$ cat src/rtl/knn_stream_sorter.sv
// ---------------------------------------------------------------------------
// knn_stream_sorter
//
// Streaming k-nearest-neighbour core. A start pulse clears the neighbour list
// and latches a DIM-dimensional signed test point. Labelled data points then
// arrive over a valid/ready handshake. Each point's squared Euclidean distance
// is accumulated one dimension per cycle and inserted into a K-entry list kept
// sorted by ascending distance (slot 0 is the nearest).
//
// Optional build macro: KNN_VOTE_EN
//   Adds a K-cycle majority vote over the occupied slots after the final
//   insertion and exposes the winning label on vote_label.
//
// Ports
//   clk, rst            rising-edge clock, asynchronous active-low reset
//   start               one-cycle pulse: clear list, latch test_point, run
//   test_point          DIM packed signed coordinates, dim d at [d*COORD_W +:]
//   dp_valid/dp_ready   data-point handshake
//   dp_data, dp_label   data-point coordinates (same packing) and label
//   dp_last             final point of the set, sampled with the handshake
//   busy                high in any state other than IDLE or DONE
//   nb_valid            neighbour list is final
//   nb_count            number of occupied slots
//   nb_dist, nb_label   packed slot distances / labels, slot i at [i*W +: W]
//   vote_label          (KNN_VOTE_EN only) most frequent label, ties -> nearest
// ---------------------------------------------------------------------------
module knn_stream_sorter #(
    parameter int K       = 4,
    parameter int DIM     = 2,
    parameter int COORD_W = 16,
    parameter int LABEL_W = 8
) (
    input  logic                                      clk,
    input  logic                                      rst,
    input  logic                                      start,
    input  logic [DIM*COORD_W-1:0]                    test_point,
    input  logic                                      dp_valid,
    output logic                                      dp_ready,
    input  logic [DIM*COORD_W-1:0]                    dp_data,
    input  logic [LABEL_W-1:0]                        dp_label,
    input  logic                                      dp_last,
    output logic                                      busy,
    output logic                                      nb_valid,
    output logic [$clog2(K+1)-1:0]                    nb_count,
    output logic [K*(2*COORD_W+2+$clog2(DIM))-1:0]    nb_dist,
    output logic [K*LABEL_W-1:0]                      nb_label
`ifdef KNN_VOTE_EN
    ,
    output logic [LABEL_W-1:0]                        vote_label
`endif
);

    localparam int DIST_W = 2*COORD_W + 2 + $clog2(DIM);
    localparam int CNT_W  = $clog2(K+1);
    localparam int D_W    = (DIM > 1) ? $clog2(DIM) : 1;
    localparam int KI_W   = (K > 1) ? $clog2(K) : 1;
    localparam int SQ_W   = 2*COORD_W + 2;

    typedef enum logic [2:0] {
        S_IDLE,
        S_WAIT,
        S_ACC,
        S_INS,
`ifdef KNN_VOTE_EN
        S_VOTE,
`endif
        S_DONE
    } state_t;

    state_t                 state_q, state_d;
    logic [DIM*COORD_W-1:0] tp_q, tp_d;
    logic [DIM*COORD_W-1:0] dp_q, dp_d;
    logic [LABEL_W-1:0]     lbl_q, lbl_d;
    logic                   last_q, last_d;
    logic [DIST_W-1:0]      acc_q, acc_d;
    logic [D_W-1:0]         dim_q, dim_d;
    logic [DIST_W-1:0]      nb_dist_q  [K];
    logic [DIST_W-1:0]      nb_dist_d  [K];
    logic [LABEL_W-1:0]     nb_label_q [K];
    logic [LABEL_W-1:0]     nb_label_d [K];
    logic [CNT_W-1:0]       nb_count_q, nb_count_d;

    // Squared difference of the current dimension.
    logic [COORD_W-1:0]     tp_coord, dp_coord;
    logic signed [COORD_W:0] diff;
    logic signed [SQ_W-1:0] diff_ext, sq_s;
    logic [SQ_W-1:0]        sq;

    // Insertion point search.
    logic                   ins_found;
    logic [CNT_W-1:0]       ins_pos;

`ifdef KNN_VOTE_EN
    logic [KI_W-1:0]        vidx_q, vidx_d;
    logic [CNT_W-1:0]       best_cnt_q, best_cnt_d;
    logic [LABEL_W-1:0]     best_label_q, best_label_d;
    logic [LABEL_W-1:0]     vote_q, vote_d;
    logic [LABEL_W-1:0]     cur_label;
    logic [CNT_W-1:0]       match_cnt;
    logic                   best_upd;
`endif

    // NOTE: every variable written in a combinational block gets a default
    // first, so no path leaves it unassigned and no latch is inferred.
    always_comb begin
        tp_coord = tp_q[dim_q*COORD_W +: COORD_W];
        dp_coord = dp_q[dim_q*COORD_W +: COORD_W];
        // One extra bit so the difference of two extremes cannot wrap.
        diff     = {tp_coord[COORD_W-1], tp_coord} - {dp_coord[COORD_W-1], dp_coord};
        diff_ext = {{(COORD_W+1){diff[COORD_W]}}, diff};
        sq_s     = diff_ext * diff_ext;
        sq       = sq_s;
    end

    // First slot that is empty or holds a strictly larger distance; equal
    // distances leave the older entry in front.
    always_comb begin
        ins_found = 1'b0;
        ins_pos   = '0;
        for (int i = 0; i < K; i++) begin
            if (!ins_found && ((CNT_W'(i) >= nb_count_q) || (nb_dist_q[i] > acc_q))) begin
                ins_found = 1'b1;
                ins_pos   = CNT_W'(i);
            end
        end
    end

`ifdef KNN_VOTE_EN
    // Occurrences of slot vidx's label among the occupied slots.
    always_comb begin
        cur_label = '0;
        match_cnt = '0;
        for (int i = 0; i < K; i++) begin
            if (KI_W'(i) == vidx_q) cur_label = nb_label_q[i];
        end
        for (int i = 0; i < K; i++) begin
            if ((CNT_W'(i) < nb_count_q) && (nb_label_q[i] == cur_label))
                match_cnt = match_cnt + CNT_W'(1);
        end
        // Strictly greater keeps the earliest (nearest) slot on a tie.
        best_upd = (CNT_W'(vidx_q) < nb_count_q) && (match_cnt > best_cnt_q);
    end
`endif

    always_comb begin
        state_d    = state_q;
        tp_d       = tp_q;
        dp_d       = dp_q;
        lbl_d      = lbl_q;
        last_d     = last_q;
        acc_d      = acc_q;
        dim_d      = dim_q;
        nb_dist_d  = nb_dist_q;
        nb_label_d = nb_label_q;
        nb_count_d = nb_count_q;
`ifdef KNN_VOTE_EN
        vidx_d       = vidx_q;
        best_cnt_d   = best_cnt_q;
        best_label_d = best_label_q;
        vote_d       = vote_q;
`endif

        unique case (state_q)
            S_WAIT: begin
                // dp_ready is high throughout WAIT, so valid alone completes
                // the handshake.
                if (dp_valid) begin
                    dp_d    = dp_data;
                    lbl_d   = dp_label;
                    last_d  = dp_last;
                    acc_d   = '0;
                    dim_d   = '0;
                    state_d = S_ACC;
                end
            end
            S_ACC: begin
                acc_d = acc_q + DIST_W'(sq);
                if (dim_q == D_W'(DIM-1)) state_d = S_INS;
                else                      dim_d   = dim_q + D_W'(1);
            end
            S_INS: begin
                if (ins_found) begin
                    for (int i = 1; i < K; i++) begin
                        if (CNT_W'(i) > ins_pos) begin
                            nb_dist_d[i]  = nb_dist_q[i-1];
                            nb_label_d[i] = nb_label_q[i-1];
                        end
                    end
                    for (int i = 0; i < K; i++) begin
                        if (CNT_W'(i) == ins_pos) begin
                            nb_dist_d[i]  = acc_q;
                            nb_label_d[i] = lbl_q;
                        end
                    end
                    if (nb_count_q != CNT_W'(K)) nb_count_d = nb_count_q + CNT_W'(1);
                end
`ifdef KNN_VOTE_EN
                vidx_d       = '0;
                best_cnt_d   = '0;
                best_label_d = '0;
                state_d      = last_q ? S_VOTE : S_WAIT;
`else
                state_d      = last_q ? S_DONE : S_WAIT;
`endif
            end
`ifdef KNN_VOTE_EN
            S_VOTE: begin
                if (best_upd) begin
                    best_cnt_d   = match_cnt;
                    best_label_d = cur_label;
                end
                if (vidx_q == KI_W'(K-1)) begin
                    vote_d  = best_upd ? cur_label : best_label_q;
                    state_d = S_DONE;
                end else begin
                    vidx_d = vidx_q + KI_W'(1);
                end
            end
`endif
            S_IDLE, S_DONE: ;
            default: state_d = S_IDLE;
        endcase

        // start wins in every state and abandons any in-flight point.
        if (start) begin
            state_d    = S_WAIT;
            tp_d       = test_point;
            nb_count_d = '0;
            for (int i = 0; i < K; i++) begin
                nb_dist_d[i]  = '1;
                nb_label_d[i] = '0;
            end
`ifdef KNN_VOTE_EN
            vote_d = '0;
`endif
        end
    end

    // NOTE: sequential state uses non-blocking assignments only, so every
    // flop samples the values from before the clock edge.
    always_ff @(posedge clk or negedge rst) begin
        if (!rst) begin
            state_q    <= S_IDLE;
            tp_q       <= '0;
            dp_q       <= '0;
            lbl_q      <= '0;
            last_q     <= 1'b0;
            acc_q      <= '0;
            dim_q      <= '0;
            nb_count_q <= '0;
            // NOTE: the neighbour slots are flops with a defined empty value
            // (all-ones / 0), not a RAM, so they are reset explicitly.
            for (int i = 0; i < K; i++) begin
                nb_dist_q[i]  <= '1;
                nb_label_q[i] <= '0;
            end
`ifdef KNN_VOTE_EN
            vidx_q       <= '0;
            best_cnt_q   <= '0;
            best_label_q <= '0;
            vote_q       <= '0;
`endif
        end else begin
            state_q    <= state_d;
            tp_q       <= tp_d;
            dp_q       <= dp_d;
            lbl_q      <= lbl_d;
            last_q     <= last_d;
            acc_q      <= acc_d;
            dim_q      <= dim_d;
            nb_count_q <= nb_count_d;
            nb_dist_q  <= nb_dist_d;
            nb_label_q <= nb_label_d;
`ifdef KNN_VOTE_EN
            vidx_q       <= vidx_d;
            best_cnt_q   <= best_cnt_d;
            best_label_q <= best_label_d;
            vote_q       <= vote_d;
`endif
        end
    end

    always_comb begin
        dp_ready = (state_q == S_WAIT);
        busy     = (state_q != S_IDLE) && (state_q != S_DONE);
        nb_valid = (state_q == S_DONE);
        nb_count = nb_count_q;
        nb_dist  = '0;
        nb_label = '0;
        for (int i = 0; i < K; i++) begin
            nb_dist[i*DIST_W +: DIST_W]    = nb_dist_q[i];
            nb_label[i*LABEL_W +: LABEL_W] = nb_label_q[i];
        end
    end

`ifdef KNN_VOTE_EN
    assign vote_label = vote_q;
`endif

endmodule

$ cat config.mk
export PLATFORM = sky130hd
export DESIGN_NAME = knn_stream_sorter
export DESIGN_NICKNAME = d
export VERILOG_FILES = /design/src/rtl/knn_stream_sorter.sv
export SDC_FILE = /design/constraint.sdc
export NUM_CORES = 1
export LEC_CHECK = 0
export BUFFER_PORTS_ARGS = -buffer_cell sky130_fd_sc_hd__buf_2
export CORE_MARGIN = 2
export CORE_UTILIZATION = 42
export CTS_BUF_LIST = sky130_fd_sc_hd__clkbuf_2 sky130_fd_sc_hd__clkbuf_4 sky130_fd_sc_hd__clkbuf_8
export CTS_CLUSTER_DIAMETER = 200
export DETAILED_ROUTE_END_ITERATION = 10
export SLEW_MARGIN = 10
export SYNTH_ARGS = -nofsm -noshare
export SYNTH_HDL_FRONTEND = slang
export SYNTH_SLANG_ARGS = --single-unit
$ cat constraint.sdc
create_clock -name clk -period 13.4 [get_ports clk]
set_input_delay 1.34 -clock clk [delete_from_list [all_inputs] [get_ports clk]]
set_output_delay 1.34 -clock clk [all_outputs]
set_load 0.01 [all_outputs]
==> results summary <==
The flow ran to the end, and the final reports show no timing, DRC or antenna violations. Excluding fillers, the count of instances in the completed layout stands at 4196. In this run the worst hold path is classified as reg -> reg. For this run, the leading register cell type out of synthesis is sky130_fd_sc_hd__dfrtp_1.

For this design, the slowest cell found on the critical path is sky130_fd_sc_hd__xor2_1. The average wire per cell in the routed design is 20.03 um. The finished cells cover 31430 um2. The cell total after placement came out at 4102. Setup violations remaining at the end of the flow were counted as 0. The insertion delay to the later sink of the worst-skew pair came out at 0.67 ns. The synthesized netlist devotes 2.363% of its cell area to XOR and XNOR gates. The total grt overflow came out at 0. The setup path with the least slack is of type reg -> reg. The full die area is 69140 um2. The sequential fraction of the synthesis area is 26.12%. The floorplan step set the die height to 263.0 um.

The slew at the pin with the worst max-slew slack is 1.166 ns. In this design, the stage delay of the slowest critical-path cell is 0.60 ns. After clock tree synthesis, the repair step resized 0 gates. The synthesis-to-layout area growth is 11.59%. Summed over all nets, the half-perimeter wirelength after detailed placement is 63.89 mm. The overall die width is 263.0 um. Port buffering added 254 buffers.

Clock-pin slew was measured on the worst setup and hold paths at 0.06 ns. The number of different library cells used by synthesis comes to 86. The via count of the routed design came out at 22795. The via density per instance came out at 5.433. The congestion estimate from routability-driven global placement came to 0.8795. After Yosys synthesis, full adders, half adders and majority gates account for 31.66% of the synthesized area. The nature of the critical path startpoint is a register. Of the total synthesized cell area, the portion taken by AND, OR, NAND and NOR gates is 13.43%.

The combined area of all synthesized cells came out at 28160 um2. The number of buffers inserted for hold repair after clock tree synthesis came out at 0. Headroom to the max-slew limit came out at 22.13%. The core region is 66100 um2.

Summing the areas of all compound-gate instances in the mapped netlist gives 14.10% of the synthesized area. TritonCTS built the clock tree. The number of buffers inserted during clock tree synthesis is 53.

Across every metal layer, demand over resource in global routing totals 24.25%. The share of cell area taken by muxes after synthesis came out at 4.767%. The synthesized netlist net count came out at 3703. Yosys printed 0 warnings. The global-route wire length before repair came out at 133.0 mm. The initial core utilization came out at 42.61%. The number of iterations in the first detailed-routing pass is 5.

The fraction of final layout cells with drive strength greater than 1 is 18.70%. The async set or reset register ratio after synthesis came out at 100.0%. The total number of clock tree sinks is 287.

The instance area after placement is 30280 um2. The top-level port count came out at 255. The mean area per synthesized cell is 9.156 um2. The number of nets in the layout came out at 3920. By area the synthesized netlist is led by sky130_fd_sc_hd__fa_1 19%, sky130_fd_sc_hd__dfrtp_1 13%, sky130_fd_sc_hd__dfstp_2 13%. On the critical path the largest part of the delay comes from adder cells.

The post-route fraction of the period consumed by the critical path is 88.06%. Counting every instance in the synthesized netlist gives 3076. Setup repair after global routing left no endpoint under its margin. The most numerous cell type found on the critical path is sky130_fd_sc_hd__fa_1.

The pin count of the biggest net entering global routing is 101. The number of global-route vias before repair is 22871. The endpoint kind of the worst setup timing path is a register.

The post-detailed-routing wire length came out at 84.05 mm. The post-CTS setup buffer count came out at 0. The maximum clock insertion buffer count came out at 3. The worst hold slack is 0.4718 ns. Of all nets on the critical path, the largest fanout is 23. The maximum clock frequency came out at 84.75 MHz.

The critical path required time is 13.98 ns. The final worst clock skew is 0.08096 ns. The number of hold violations in the final report is 0. The number of antenna diodes in the final layout is 0.

The initial antenna violation count came out at 0. The number of slew-limit violations in the final report came out at 0. The cell with the most instances after synthesis is sky130_fd_sc_hd__inv_1. The biggest area contributor in the post-synthesis netlist is sky130_fd_sc_hd__fa_1. In this run, synthesis inferred 0 flip-flops with an integrated enable. The number of DRC markers after the initial detailed-route iteration is 1644.

The CTS H-tree depth came out at 2. By area, the combinational part of the netlist is dominated by adder cells. The synthesized design devotes to its leading area cell type 19.26% of total area.

The smallest clock period supported by the final layout is computed as 11.80 ns. The commonest cells after synthesis are 401 x sky130_fd_sc_hd__inv_1, 336 x sky130_fd_sc_hd__nand2_1, 304 x sky130_fd_sc_hd__nor2_1. The number of standard-cell rows in the floorplan is 94. The max-cap violation count came out at 0. The root buffer cell chosen for the clock tree is sky130_fd_sc_hd__clkbuf_8. The detail route stage leaves a number of antenna-violating nets equal to 0. At the worst endpoint, the arrival time is 12.38 ns. The flip-flop and latch count after synthesis is 287. The final total negative setup slack is 0 ns. The residual DRC count is 0. The total buffers and inverters traversed by the critical path is 6.
## cells by family (layout without fill, tap and decap cells)
group | count (synthesis) | count (layout)
AND/OR/NAND/NOR | 876 | 876
buffers and inverters | 537 | 793
flip-flops | 287 | 287
multiplexers | 127 | 127
adder cells (fa/ha/maj) | 550 | 550
XOR/XNOR | 76 | 76
AO/OA/AOI/OAI | 623 | 623
## final timing paths
kind / start / to / slack (ns) / cells past startpoint
hold / removal: dp_q[13] / dp_q[13] / 0.47 / 2
max in group asynchronous: rst / acc_q[9] / 10.46 / 3
hold reg to reg: dp_q[13] / dp_q[13] / 0.47 / 2
setup reg to reg: dim_q / acc_q[33] / 1.60 / 42
min in group asynchronous: rst / nb_label[4] / 0.66 / 1
setup / recovery: dim_q / acc_q[33] / 1.60 / 42
## worst register-to-register path, delay by kind of cell, from the launching register on
| family | cells | cell delay (ns) |
|---|---|---|
| AO/OA/AOI/OAI | 15 | 3.74 |
| buffers and inverters | 6 | 1.02 |
| XOR/XNOR | 2 | 0.75 |
| multiplexers | 1 | 0.24 |
| AND/OR/NAND/NOR | 8 | 1.54 |
| adder cells (fa/ha/maj) | 10 | 4.16 |
| flip-flops | 1 | 0.34 |
## stage by stage
step                util [%]  setup slack, ns
floorplan                  -            2.819
global placement       45.81            1.791
detailed placement     45.81            1.605
CTS                    47.54            1.586
global route           47.54           0.4307
finish                 47.54            1.600
## layout by cell type, fill, tap and decap left out, types with 9 or more instances in the layout
cell type	count
sky130_fd_sc_hd__mux2_2	56
sky130_fd_sc_hd__clkbuf_8	67
sky130_fd_sc_hd__a31oi_1	20
sky130_fd_sc_hd__o21ai_0	153
sky130_fd_sc_hd__xnor2_1	48
sky130_fd_sc_hd__buf_4	39
sky130_fd_sc_hd__a211oi_1	67
sky130_fd_sc_hd__buf_2	252
sky130_fd_sc_hd__ha_1	279
sky130_fd_sc_hd__xor2_1	26
sky130_fd_sc_hd__dfrtp_1	147
sky130_fd_sc_hd__and2_1	9
sky130_fd_sc_hd__fa_1	271
sky130_fd_sc_hd__o21ai_1	10
sky130_fd_sc_hd__nor2b_1	17
sky130_fd_sc_hd__mux2i_1	70
sky130_fd_sc_hd__o211ai_1	10
sky130_fd_sc_hd__o21a_1	44
sky130_fd_sc_hd__clkbuf_4	15
sky130_fd_sc_hd__nand2_1	335
sky130_fd_sc_hd__nand4_1	25
sky130_fd_sc_hd__and3_1	9
sky130_fd_sc_hd__nand3_1	29
sky130_fd_sc_hd__a22o_1	10
sky130_fd_sc_hd__o31ai_1	25
sky130_fd_sc_hd__nor3_1	101
sky130_fd_sc_hd__a21o_1	33
sky130_fd_sc_hd__a2111oi_0	10
sky130_fd_sc_hd__dfstp_2	140
sky130_fd_sc_hd__nor2_1	302
sky130_fd_sc_hd__inv_1	401
sky130_fd_sc_hd__a21oi_1	177
## per-layer routing
| metal | part of all wire [%] | up-vias | track usage [%] |
|---|---|---|---|
| li1 | - | 10751 | - |
| met1 | 46 | 11290 | 34.84 |
| met2 | 46 | 671 | 38.93 |
| met3 | 6.3 | 83 | 3.870 |
| met4 | 1.6 | 0 | 4.479 |
| met5 | 0 | - | 0 |
## layout make-up
type	instances	area (um2)
clock inverters	12	110.1
fillers	6471	34670
inverters	406	1524
repair buffers	293	1580
multi-input cells	2252	18740
flip-flops and latches	287	7357
clock buffers	82	1035
well taps	864	1081
## state kept, by name, indices dropped and copies added (netlist names)
register and cells:
lbl_q 8, dp_q 32, nb_count 3, tp_q 32
dim_q 1, acc_q 35, state_q 3, nb_label 32
nb_dist 140, last_q 1
Power is not shown: default switching activity piles up to over one toggle a cycle in this logic, so the estimate is an artifact.
